### src/rtl/mips_pkg.sv
// Shared MIPS definitions for the multiplier pipeline: opcode constants and the
// per-stage bookkeeping entry that travels alongside the operand/product data.
package mips_pkg;

  localparam logic [5:0] OP_SPECIAL2 = 6'h1C;
  localparam logic [5:0] FUNCT_MUL   = 6'h02;
  localparam int         MULT_REG_W  = 5;

  typedef struct packed {
    logic                  valid;
    logic                  is_signed;
    logic                  write_rd;
    logic [MULT_REG_W-1:0] rd;
  } mult_entry_t;

  // Destination reported to the forward/stall unit: zero unless the entry will write rd.
  function automatic logic [MULT_REG_W-1:0] entry_rd(input mult_entry_t e);
    return (e.valid && e.write_rd) ? e.rd : '0;
  endfunction

endpackage

### src/rtl/mult_pipe_stage.sv
// One multiplier pipeline stage: bookkeeping entry plus a data word, advancing every cycle.
// A flush kills whatever would be captured on that edge.
module mult_pipe_stage
  import mips_pkg::*;
#(
  parameter int W = 64
) (
  input  logic         clk,
  input  logic         rst,
  input  logic         flush,
  input  mult_entry_t  entry_d,
  input  logic [W-1:0] data_d,
  output mult_entry_t  entry_q,
  output logic [W-1:0] data_q
);

  always_ff @(posedge clk or posedge rst) begin
    if (rst) begin
      entry_q <= '0;
      data_q  <= '0;
    end else begin
      entry_q       <= entry_d;
      entry_q.valid <= entry_d.valid & ~flush;
      data_q        <= data_d;
    end
  end

endmodule

### src/rtl/mult_pipe_unit.sv
// Four-cycle pipelined multiplier (P1 operands, P2 partial products, P3 sum, OUT register).
// Optional HI/LO state and ports are enabled by defining MULT_HILO_EN.
module mult_pipe_unit
  import mips_pkg::*;
#(
  parameter int DATA_W = 32,
  parameter int REG_W  = MULT_REG_W
) (
  input  logic              i_clk,
  input  logic              i_rst,
  input  logic              i_issue,
  input  logic              i_signed,
  input  logic              i_write_rd,
  input  logic [REG_W-1:0]  i_rd,
  input  logic [DATA_W-1:0] i_rs_data,
  input  logic [DATA_W-1:0] i_rt_data,
  input  logic              i_flush,
`ifdef MULT_HILO_EN
  output logic [DATA_W-1:0] o_hi,
  output logic [DATA_W-1:0] o_lo,
  output logic              o_hilo_busy,
`endif
  output logic [REG_W-1:0]  o_p1_mult_rd,
  output logic [REG_W-1:0]  o_p2_mult_rd,
  output logic [REG_W-1:0]  o_p3_mult_rd,
  output logic              o_mult_ready,
  output logic [REG_W-1:0]  o_mult_rd,
  output logic [DATA_W-1:0] o_mult_result
);

  localparam int H   = DATA_W / 2;
  localparam int PPW = DATA_W + 2;
  localparam int PW  = 2 * DATA_W;

  mult_entry_t p1_d, p1_q, p2_q, p3_q;
  logic [PW-1:0]    p1_data_q;
  logic [4*PPW-1:0] p2_data_d, p2_data_q;
  logic [PW-1:0]    p3_data_d, p3_data_q;

  always_comb begin
    p1_d           = '0;
`ifdef MULT_HILO_EN
    p1_d.valid     = i_issue;
`else
    p1_d.valid     = i_issue & i_write_rd;
`endif
    p1_d.is_signed = i_signed;
    p1_d.write_rd  = i_write_rd;
    p1_d.rd        = i_rd;
  end

  mult_pipe_stage #(.W(PW)) u_p1 (
    .clk(i_clk), .rst(i_rst), .flush(i_flush),
    .entry_d(p1_d), .data_d({i_rs_data, i_rt_data}),
    .entry_q(p1_q), .data_q(p1_data_q)
  );

  // Operands split into halves; upper halves carry the sign only for signed multiplies,
  // so each partial product is an (H+1)x(H+1) signed multiply.
  logic [DATA_W-1:0] op_a, op_b;
  logic signed [H:0] a_hi_x, a_lo_x, b_hi_x, b_lo_x;
  logic signed [PPW-1:0] pp_ll, pp_lh, pp_hl, pp_hh;

  always_comb begin
    op_a   = p1_data_q[PW-1:DATA_W];
    op_b   = p1_data_q[DATA_W-1:0];
    a_hi_x = {p1_q.is_signed & op_a[DATA_W-1], op_a[DATA_W-1:H]};
    a_lo_x = {1'b0, op_a[H-1:0]};
    b_hi_x = {p1_q.is_signed & op_b[DATA_W-1], op_b[DATA_W-1:H]};
    b_lo_x = {1'b0, op_b[H-1:0]};
    pp_ll  = a_lo_x * b_lo_x;
    pp_lh  = a_lo_x * b_hi_x;
    pp_hl  = a_hi_x * b_lo_x;
    pp_hh  = a_hi_x * b_hi_x;
    p2_data_d = {pp_hh, pp_hl, pp_lh, pp_ll};
  end

  mult_pipe_stage #(.W(4*PPW)) u_p2 (
    .clk(i_clk), .rst(i_rst), .flush(i_flush),
    .entry_d(p1_q), .data_d(p2_data_d),
    .entry_q(p2_q), .data_q(p2_data_q)
  );

  logic [PPW-1:0] q_ll, q_lh, q_hl, q_hh;
  logic [PW-1:0]  e_ll, e_lh, e_hl, e_hh;

  // Unsigned partial products are never negative, so extension follows the signed flag.
  always_comb begin
    {q_hh, q_hl, q_lh, q_ll} = p2_data_q;
    e_ll = {{(PW-PPW){p2_q.is_signed & q_ll[PPW-1]}}, q_ll};
    e_lh = {{(PW-PPW){p2_q.is_signed & q_lh[PPW-1]}}, q_lh};
    e_hl = {{(PW-PPW){p2_q.is_signed & q_hl[PPW-1]}}, q_hl};
    e_hh = {{(PW-PPW){p2_q.is_signed & q_hh[PPW-1]}}, q_hh};
    p3_data_d = e_ll + (e_lh << H) + (e_hl << H) + (e_hh << DATA_W);
  end

  mult_pipe_stage #(.W(PW)) u_p3 (
    .clk(i_clk), .rst(i_rst), .flush(i_flush),
    .entry_d(p2_q), .data_d(p3_data_d),
    .entry_q(p3_q), .data_q(p3_data_q)
  );

  assign o_p1_mult_rd = entry_rd(p1_q);
  assign o_p2_mult_rd = entry_rd(p2_q);
  assign o_p3_mult_rd = entry_rd(p3_q);

  logic out_ready_d;
  assign out_ready_d = p3_q.valid & ~i_flush & p3_q.write_rd & (p3_q.rd != '0);

  always_ff @(posedge i_clk or posedge i_rst) begin
    if (i_rst) begin
      o_mult_ready  <= 1'b0;
      o_mult_rd     <= '0;
      o_mult_result <= '0;
    end else begin
      o_mult_ready  <= out_ready_d;
      o_mult_rd     <= out_ready_d ? p3_q.rd : '0;
      o_mult_result <= out_ready_d ? p3_data_q[DATA_W-1:0] : '0;
    end
  end

`ifdef MULT_HILO_EN
  logic          out_valid;
  logic [PW-1:0] out_prod;

  assign o_hilo_busy = p1_q.valid | p2_q.valid | p3_q.valid;

  // HI/LO load from the OUT register, so they settle one cycle after the ready pulse.
  always_ff @(posedge i_clk or posedge i_rst) begin
    if (i_rst) begin
      out_valid <= 1'b0;
      out_prod  <= '0;
      o_hi      <= '0;
      o_lo      <= '0;
    end else begin
      out_valid <= p3_q.valid & ~i_flush;
      out_prod  <= p3_data_q;
      if (out_valid) begin
        o_hi <= out_prod[PW-1:DATA_W];
        o_lo <= out_prod[DATA_W-1:0];
      end
    end
  end
`endif

endmodule
### config.mk
export PLATFORM = sky130hd
export DESIGN_NAME = mult_pipe_unit
export DESIGN_NICKNAME = d
export VERILOG_FILES = /design/src/rtl/mips_pkg.sv /design/src/rtl/mult_pipe_stage.sv /design/src/rtl/mult_pipe_unit.sv
export SDC_FILE = /design/constraint.sdc
export NUM_CORES = 2
export LEC_CHECK = 0
export BUFFER_PORTS_ARGS = -buffer_cell sky130_fd_sc_hd__buf_2
export CAP_MARGIN = 0
export CORE_MARGIN = 5
export CORE_UTILIZATION = 57
export CTS_CLUSTER_DIAMETER = 80
export DETAILED_ROUTE_END_ITERATION = 7
export HOLD_SLACK_MARGIN = 0.15
export PLACE_DENSITY = 0.78
export SLEW_MARGIN = 20
export SYNTH_ARGS = -nofsm -noshare
export SYNTH_HDL_FRONTEND = slang
export SYNTH_SLANG_ARGS = --single-unit
### constraint.sdc
create_clock -name i_clk -period 7.41 [get_ports i_clk]
set_input_delay 1.482 -clock i_clk [delete_from_list [all_inputs] [get_ports i_clk]]
set_output_delay 1.482 -clock i_clk [all_outputs]
set_load 0.01 [all_outputs]
==> results.cfg <==
[timing]
post-route-min-period_ns = 6.67
slew_violations = 0
setup_viol_count_final = 0
fin_crit_sh = 0.900
fmax_ghz = 0.150
relSlewSlack = 0.254
setup_tns_ns = 0
skew_ns = 0.0308
worst_pin_slew_ns = 1.12
final-hold-violation-count = 0
rsz0062_at_grt = false
layout_setup_ws_ns = 0.743

[critical_path]
arrival_ns = 7.11
r2r_slack_ns = 0.74
cpPeakStageDelay_ns = 1.08
critPathKind = register to register
path_cells = nand2_1 > fa_1 > inv_1 > fa_1 > fa_1 > fa_1 > fa_1 > inv_1 > fa_1 > inv_1 > ha_1 > a211oi_2 > nor2_1 > or4b_1 > a31o_1 > a41o_1 > a31oi_2 > a21oi_1 > xnor2_1
crit_fanout = 23
cp_top_family = adder cells
rr_endpoint = u_p2.data_q[29]$_DFF_PP0_
path_buf_inv = 3
rr_worst_depth = 19
worst_setup_path_start_kind = register
slowest_stage = dfrtp_1
crit_start = u_p1.data_q[41]$_DFF_PP0_
crit_end = u_p2.data_q[29]$_DFF_PP0_
crit_path_frequent_cell = fa_1
required_ns = 7.85
r2r_start = u_p1.data_q[41]$_DFF_PP0_
cp.depth = 19
end_kind = register

[routing]
postRouteAntennaNets = 0
via_per_inst = 5.32
wire_per_inst_um = 17.1
firstDrtPassIters = 5
drc = 0
drt-initial-drc-count = 1112
finalWirelength_mm = 51.4
via_count = 15984

[synthesis]
syn_area_um2 = 23600
ys_types = 60
async_reset_ff_frac = 1.00
ys_seq_elements = 219
postSynthCellCount = 2374
synthesis.nets = 3059
postSynthAreaPerCell_um2 = 9.94
yosysSeqAreaShare = 0.232
synth-edff-count = 0
synth_area_leaders = fa_1 (31%), dfrtp_1 (23%), ha_1 (13%)
synth_top_cell_area_share = 0.313
synth_area_leader_cell = fa_1
ys_warn_count = 0
synth_flop_cell = dfrtp_1

[die]
die-width_um = 214
die_y_um = 214
initial_core_util = 0.577
rows = 74
core_um2 = 40900
dieArea_um2 = 45600
boundaryPins = 128

[global_routing]
grt_pass1_vias = 17441
grt_usage = 0.236
antenna_found_initial = 0
grt_max_degree = 187
grt-ovfl-total = 0
grt_pass1_wl_mm = 86.2

[placed_design]
port_buffers = 126
routabilityCongestion = 0.923
dp_hpwl_mm = 39.8
dp_slack_ns = 0.845

[power_and_ir_drop]
powerDensity_nw_per_um2 = 484
peakVddDrop_uv = 555
p_leak_nw = 13.4

[finish]
fin_nets = 3140
n_fill_cell = 3284
register_area_um2 = 5490
syn_to_final_growth_pct = 8.37
multiInputGateArea_um2 = 15900
layout-drive-gt1-share = 0.0857

[clocking]
cts_tree = built
ctsHtreeMaxLevel = 1
root_buffer = clkbuf_16
clock_insertion_delay_worst_skew_ns = 0.56
post-cts-setup-buffer-count = 0
postCtsResizedCells = 0
cts_buffers = 26
numClockSinks = 219
hold_buffers = 0
clock_path_buffers = 3
clk_pin_slew_ns = 0.06

[outcome]
status = completed

[run]
maxCapViolations = 0

[hold_path]
hold_class = register to register
-- worst reg2reg max path, cell delays in order (launching register included) --
cell      delay, ns
dfrtp_1        1.08
nand2_1        0.22
fa_1           0.58
inv_1          0.06
fa_1           0.48
fa_1           0.57
fa_1           0.44
fa_1           0.49
inv_1          0.05
fa_1           0.47
inv_1          0.04
ha_1           0.35
a211oi_2       0.20
nor2_1         0.09
or4b_1         0.46
a31o_1         0.22
a41o_1         0.25
a31oi_2        0.22
a21oi_1        0.11
xnor2_1        0.19
-- power breakdown --
| group | switching, W | total, W | internal [W] |
|---|---|---|---|
| Combinational | 0.00536 | 0.00931 | 0.00395 |
| Sequential | 0.000204 | 0.00182 | 0.00162 |
| Clock | 0.000514 | 0.00125 | 0.000740 |
| Total | 0.00608 | 0.0124 | 0.00632 |
-- metrics by stage --
step,area (um2),total power (W),hold WS (ns),utilization,std cells
2_1_floorplan,23600,0.00881,0.331,-,2374
3_3_place_gp,24700,0.0107,0.334,0.604,2959
3_5_place_dp,24700,0.0110,0.335,0.604,2959
4_1_cts,25600,0.0124,0.338,0.625,3005
5_1_grt,25600,0.0137,0.341,0.625,3005
6_report,25600,0.0124,0.335,0.625,3006
-- flip-flops by register name, summed over array words and instances, names as in the netlist --
signal / count
o_mult_rd: 5
o_mult_ready: 1
o_mult_result: 32
u_p1.data_q: 64
u_p1.entry_q: 7
u_p2.data_q: 64
u_p2.entry_q: 7
u_p3.data_q: 32
u_p3.entry_q: 7
-- cell usage in the layout (no fill, tap or decap), types with 3 or more instances in the layout --
cell        count
o21bai_1        4
dfrtp_1       214
buf_2         126
nand4_1         4
clkinvlp_4      4
o211ai_1        6
nor2b_1        13
buf_4          18
nor2_1         34
and2_1        294
a31oi_1         4
nand2b_1        3
a21o_1         10
dfrtp_2         5
nor3_1         19
a211oi_1        3
inv_6           3
nand3_1         9
or3_1           6
a211oi_2        4
ha_1          241
fa_1          369
nand2_1       297
nand3b_1        3
xor2_1         25
and3_1         20
xnor2_1        96
clkinv_2        5
a21oi_1        36
clkbuf_16      26
o21a_1          8
a41oi_1         5
o21ai_0        20
inv_1         496
-- metal layers --
layer | wire (um) | global-route usage | up-vias
met3 | 3440 | 0.0337 | 122
met1 | 20800 | 0.312 | 8092
met2 | 25200 | 0.404 | 536
met4 | 2030 | 0.0829 | 0
met5 | 0 | 0 | -
li1 | - | - | 7234
-- kinds of logic (layout without fill, tap and decap cells) --
family | after synthesis | in the layout | share of synthesized area
and+or+nand+nor | 715 | 715 | 0.154
other | 0 | 1 | 0
buffers and inverters | 589 | 688 | 0.0938
adders and majority gates | 610 | 610 | 0.441
xor gates and xnor gates | 121 | 121 | 0.0449
muxes | 1 | 1 | 0.000424
DFF | 219 | 219 | 0.232
AOI/OAI and AO/OA | 119 | 119 | 0.0341
-- synth_stat cells, types with 3 or more instances --
master      n
nor2b_1    13
ha_1      241
a41oi_1     5
a211oi_1    4
a21oi_1    36
xor2_1     25
o21a_1      8
and3_1     20
nand4_1     4
o211ai_1    6
a31oi_1     4
nand3_1     9
nor3_1     19
nor2_1     34
nand3b_1    3
dfrtp_1   219
xnor2_1    96
clkbuf_1   90
or3_1       6
a21o_1     10
fa_1      369
nand2b_1    3
o21bai_1    4
o21ai_0    20
inv_1     497
a211oi_2    3
nand2_1   297
and2_1    294
-- area by class of cell --
class / count / share of cell area
multi-input cells: 1566 / 0.622
flip-flops and latches: 219 / 0.214
diodes: 1 / 0.0000978
clock buffers: 30 / 0.0268
clock inverters: 16 / 0.00665
well taps: 532 / 0.0260
inverters: 497 / 0.0731
repair buffers: 145 / 0.0307
-- how the worst min path moves through the flow --
stage	startpoint	to	slack, ns	cells past startpoint
after floorplan	u_p2.data_q[0]$_DFF_PP0_	u_p3.data_q[0]$_DFF_PP0_	0.33	0
after global placement	u_p2.data_q[4]$_DFF_PP0_	u_p3.data_q[4]$_DFF_PP0_	0.33	0
after detailed placement	u_p2.data_q[0]$_DFF_PP0_	u_p3.data_q[0]$_DFF_PP0_	0.33	0
after CTS	u_p2.data_q[12]$_DFF_PP0_	u_p3.data_q[12]$_DFF_PP0_	0.34	0
after global routing	u_p2.data_q[12]$_DFF_PP0_	u_p3.data_q[12]$_DFF_PP0_	0.34	0
final	u_p2.data_q[12]$_DFF_PP0_	u_p3.data_q[12]$_DFF_PP0_	0.33	0
Note: power is estimated with default switching activity, not from simulation.
